### src/rtl/fixed_point_iterative_multiplier_radix.sv
// Iterative fixed-point multiplier retiring k multiplier bits per cycle, with
// selectable rounding, optional saturation and an overflow flag; val/rdy on both sides.
module fixed_point_iterative_multiplier_radix #(
    parameter int unsigned n     = 32,
    parameter int unsigned d     = 16,
    parameter int unsigned sign  = 1,
    parameter int unsigned k     = 2,
    parameter int unsigned round = 0,
    parameter int unsigned sat   = 0
) (
    input  logic         clk,
    input  logic         reset,
    output logic         recv_rdy,
    input  logic         recv_val,
    input  logic [n-1:0] a,
    input  logic [n-1:0] b,
    input  logic         send_rdy,
    output logic         send_val,
    output logic [n-1:0] c,
    output logic         overflow
);

    localparam int unsigned W     = 2 * n;
    localparam int unsigned Steps = n / k;
    localparam int unsigned CntW  = $clog2(Steps + 1);
    localparam int unsigned RndSh = (d > 0) ? d - 1 : 0;
    localparam logic [W:0]  RndAdd = (round != 0 && d > 0) ? ((W + 1)'(1) << RndSh) : '0;
    localparam logic [n-1:0] UMax = '1;
    localparam logic [n-1:0] SMax = UMax >> 1;
    localparam logic [n-1:0] SMin = ~SMax;
    localparam bit Signed = (sign != 0);

    typedef enum logic [1:0] {StIdle, StCalc, StDone} state_e;

    state_e          state_q, state_d;
    logic [W-1:0]    mcand_q, mcand_d;
    logic [W-1:0]    acc_q, acc_d;
    logic [n-1:0]    mplier_q, mplier_d;
    logic [CntW-1:0] cnt_q, cnt_d;
    logic [n-1:0]    c_q, c_d;
    logic            ovf_q, ovf_d;

    logic            last;
    logic [W-1:0]    pp;
    logic [W-1:0]    sum;
    logic [W:0]      rsum;
    logic [W:0]      r;
    logic            ovf_calc;
    logic [n-1:0]    c_calc;

    always_ff @(posedge clk) begin
        if (reset) begin
            state_q  <= StIdle;
            mcand_q  <= '0;
            acc_q    <= '0;
            mplier_q <= '0;
            cnt_q    <= '0;
            c_q      <= '0;
            ovf_q    <= 1'b0;
        end else begin
            state_q  <= state_d;
            mcand_q  <= mcand_d;
            acc_q    <= acc_d;
            mplier_q <= mplier_d;
            cnt_q    <= cnt_d;
            c_q      <= c_d;
            ovf_q    <= ovf_d;
        end
    end

    // Partial product of the low k multiplier bits; in signed mode the top group's
    // MSB weighs -2^(k-1), so the +2^(k-1) already added is replaced by -2^(k-1).
    always_comb begin
        last = (cnt_q == CntW'(Steps - 1));
        pp   = '0;
        for (int unsigned i = 0; i < k; i++) begin
            if (mplier_q[i]) pp = pp + (mcand_q << i);
        end
        if (Signed && last && mplier_q[k-1]) pp = pp - (mcand_q << k);
        sum = acc_q + pp;
    end

    // Rounding, scaling and range check on the completed 2n-bit product.
    always_comb begin
        rsum = {Signed & sum[W-1], sum} + RndAdd;
        if (Signed) begin
            r        = $signed(rsum) >>> d;
            ovf_calc = !((&r[W:n-1]) || !(|r[W:n-1]));
        end else begin
            r        = rsum >> d;
            ovf_calc = |r[W:n];
        end
        c_calc = r[n-1:0];
        if (sat != 0 && ovf_calc) begin
            if (Signed) c_calc = r[W] ? SMin : SMax;
            else        c_calc = UMax;
        end
    end

    always_comb begin
        state_d  = state_q;
        mcand_d  = mcand_q;
        acc_d    = acc_q;
        mplier_d = mplier_q;
        cnt_d    = cnt_q;
        c_d      = c_q;
        ovf_d    = ovf_q;
        recv_rdy = 1'b0;
        send_val = 1'b0;
        case (state_q)
            StIdle: begin
                recv_rdy = 1'b1;
                if (recv_val) begin
                    mcand_d  = {{n{Signed & a[n-1]}}, a};
                    mplier_d = b;
                    acc_d    = '0;
                    cnt_d    = '0;
                    state_d  = StCalc;
                end
            end
            StCalc: begin
                acc_d    = sum;
                mcand_d  = mcand_q << k;
                mplier_d = mplier_q >> k;
                cnt_d    = cnt_q + CntW'(1);
                if (last) begin
                    c_d     = c_calc;
                    ovf_d   = ovf_calc;
                    state_d = StDone;
                end
            end
            StDone: begin
                send_val = 1'b1;
                if (send_rdy) state_d = StIdle;
            end
            default: state_d = StIdle;
        endcase
    end

    assign c        = c_q;
    assign overflow = ovf_q;

endmodule

### config.mk
export PLATFORM = sky130hd
export DESIGN_NAME = fixed_point_iterative_multiplier_radix
export DESIGN_NICKNAME = d
export VERILOG_FILES = /design/src/rtl/fixed_point_iterative_multiplier_radix.sv
export SDC_FILE = /design/constraint.sdc
export NUM_CORES = 1
export LEC_CHECK = 0
export BUFFER_PORTS_ARGS = -buffer_cell sky130_fd_sc_hd__buf_2
export CORE_ASPECT_RATIO = 1.2
export CORE_MARGIN = 3
export CORE_UTILIZATION = 55
export CTS_CLUSTER_SIZE = 16
export DETAILED_ROUTE_END_ITERATION = 7
export GPL_ROUTABILITY_DRIVEN = 1
export PLACE_DENSITY = 0.73
export SLEW_MARGIN = 20
export SYNTH_ARGS = -nofsm -noshare
export SYNTH_HDL_FRONTEND = slang
export SYNTH_SLANG_ARGS = --single-unit
export TNS_END_PERCENT = 30
### constraint.sdc
create_clock -name clk -period 26 [get_ports clk]
set_clock_uncertainty 0.15 [all_clocks]
set_input_delay 2.6 -clock clk [delete_from_list [all_inputs] [get_ports clk]]
set_output_delay 2.6 -clock clk [all_outputs]
set_load 0.03 [all_outputs]
==> qor.txt <==
I/O pin count: 103
most frequent CP cell: o21ai_0
CTS resizes: 0
Starting Density: 55.9%
worst hold path type: reg -> reg
critical path startpoint category: flop
CP max stage delay: 0.82 ns
gpl congestion: 0.985
antenna cells: 0
final instance area: 0.0218 mm²
vias in the first global route: 20300
DR pass1 iterations: 6
Power Density: 45.8 mW/mm²
Seq cells post-synth: 200
H-tree levels: 4
Register-to-Register Setup Slack: 14.17 ns
setup TNS: 0 ns
WS Path Type: reg -> reg
CTS Hold Bufs: 0
sequential-to-total area share from yosys stat: 19.4%
syn nets: 3197
CTS tree: built
Clk Latency, worst-skew pair: 0.48 ns
f_max: 84.5 MHz
Longest Clk Path Bufs: 2
number of port buffers: 102
Max-cap violations: 0
Int Pwr: 597 µW
number of routed nets with antenna violations: 0
min-delay src: c[26]
Synth cell types: 92
status: finished, final reports clean
WL/cell: 19.0 µm
vias per cell: 6.37
Die Area: 0.0399 mm²
CP max-delay cell: a2111oi_0
Worst Setup SP: mplier_q[0]
worst r2r dst: overflow
drt drc: 0
Layout area overhead: 5.61%
Starting DRT DRC Count: 1772
clock-pin slew on the worst setup and hold paths: 0.08 ns
mapped cell area: 0.0206 mm²
Die H: 218 µm
GR Layer Usage met3: 3.20%
CTS buffer count: 17
sequential power share: 34.6%
grt ovf: 0
ratio of cells with drive above 1 in the final layout: 6.95%
cell count after synthesis: 2957
measured slew at the worst slew-check pin: 1.01 ns
final period utilization: 45.5%
grt peak-use layer: met2
Final min period: 11.83 ns
Peak VDD IR: 0.0511 mV
crit path capture: overflow
pin count of the biggest net entering global routing: 113
Avg Inst Size Synth: 6.98 µm²
YS warnings: 0
Worst setup EP type: flop
RSZ-0062 raised after global routing: no
clock power share: 28.3%
Logic pwr share: 37.1%
Placed Area: 0.0212 mm²
routed vias: 21600
std cell rows: 77
Hold Fails Final Rpt: 0
drt total wl: 64600 µm
initial antenna violation count: 0
die width: 183 µm
Hold Slack: 0.300 ns
Max Slew Vio Count: 0
first-pass GRT wire length: 103000 µm
net switching power: 401 µW
DP Wirelength: 47900 µm
CP arrival: 12.05 ns
reg2reg start: mplier_q[0]
switching portion of total power: 40.2%
Clock Sinks: 200
number of flops mapped to enable cells by yosys: 0
Total Routing Usage GR: 31.5%
Finish-stage setup viols: 0
Filler Cells Inserted: 3609
GR Util met2: 55.2%
Root Driver: clkbuf_16
FF-to-FF path depth: 42
Critical Path RT: 26.22 ns
leakage: 0.00943 µW
Std-Cell Core Area: 0.0369 mm²
post-CTS setup buffers: 0
GRT met1 Usage: 37.7%
Synth Flop Type: dfxtp_1
Final nets: 3149
FFs w/ async S/R, synth: 0%
CP max FO: 48
Max-slew headroom: 32.7%
state kept, by name, summed over array words and instances, names as in the netlist:
register	flops
overflow	1
mplier_q	32
mcand_q	64
c	32
acc_q	64
state_q	2
cnt_q	5
layout make-up:
class                   instances  area [µm²]  area share [%]
multi-input cells            2446       15400            70.9
flip-flops and latches        200        4010            18.4
repair buffers                121         659            3.03
well taps                     474         593            2.72
inverters                     123         462            2.12
clock buffers                  17         425            1.95
clock inverters                15         186           0.856
worst max-delay path: cells and delay by family (launching register included):
kind | cells | cell delay (ns)
DFF | 1 | 0.75
buffers and inverters | 2 | 0.60
AOI/OAI and AO/OA | 23 | 6.31
and+or+nand+nor | 10 | 2.15
adders and majority gates | 4 | 1.21
xor gates and xnor gates | 3 | 0.52
power groups by stage:
stage                     Clock, µW  Sequential (µW)  Combinational [µW]
after floorplan                   0              338                 292
after global placement            0              351                 357
after detailed placement          0              352                 362
after CTS                       290              345                 365
after global routing            298              348                 408
final                           283              346                 370
cells in the mapped netlist, types with 17 or more instances:
master	count	share of area [%]
a211oi_1	52	1.9
a21o_1	91	3.3
a21oi_1	341	8.3
a22o_1	17	0.72
a22oi_1	133	4.8
a31oi_1	26	0.79
and2_1	18	0.55
and3_1	28	0.85
buf_1	17	0.31
clkbuf_1	158	2.9
dfxtp_1	200	19
ha_1	169	10
inv_1	114	2.1
nand2_1	287	5.2
nand2b_1	26	0.79
nand3_1	38	0.92
nand4_1	31	0.94
nor2_1	417	7.6
nor2b_1	58	1.8
nor3_1	65	1.6
o211ai_1	17	0.62
o21a_1	29	1.1
o21ai_0	143	3.5
o21bai_1	34	1.2
xnor2_1	126	5.3
xor2_1	57	2.4
stage by stage:
step / power (µW) / std cells / util, % / worst slack, ns
2_1_floorplan: 629 / 2957 / - / 15.59
3_3_place_gp: 708 / 3364 / 57.4 / 14.74
3_5_place_dp: 714 / 3364 / 57.4 / 14.54
4_1_cts: 999 / 3396 / 59.0 / 14.44
5_1_grt: 1050 / 3396 / 59.0 / 13.43
6_report: 998 / 3396 / 59.0 / 14.17
how the worst min path moves through the flow:
stage	end	slack [ns]	cells past startpoint
5_1_grt	c[18]	0.32	2
2_1_floorplan	acc_q[63]	0.30	2
6_report	c[26]	0.30	2
4_1_cts	c[7]	0.30	2
3_3_place_gp	c[11]	0.29	2
3_5_place_dp	c[26]	0.29	2
cells in the final DEF, fill, tap and decap left out, drive strengths merged, types with 18 or more instances in the layout:
cell type,count
xnor2,126
buf,121
a21oi,345
and2,18
xor2,57
o21ai,145
nand2b,26
o21a,29
nor2,417
and3,28
a211oi,52
a21o,91
nor2b,58
nor3,66
dfxtp,200
a22oi,133
ha,169
o21bai,35
nand4,32
a31oi,26
nand2,287
inv,123
nand3,38
kinds of logic (layout without fill, tap and decap cells):
kind of cell               after synthesis  after routing  share of synthesized area, %
AOI/OAI and AO/OA                     1038           1038                          32.8
and+or+nand+nor                       1036           1036                          22.7
buffers and inverters                  311            276                          5.85
DFF                                    200            200                          19.4
xor gates and xnor gates               183            183                          7.77
adders and majority gates              174            174                          10.6
muxes                                   15             15                         0.770
routing by layer:
metal  part of all wire, %  routed length, µm
met3                   4.7               3020
met1                    41              26600
met4                   5.8               3780
met5                     0                  0
met2                    48              31200
No activity file was read; power rests on OpenSTA's default activity.
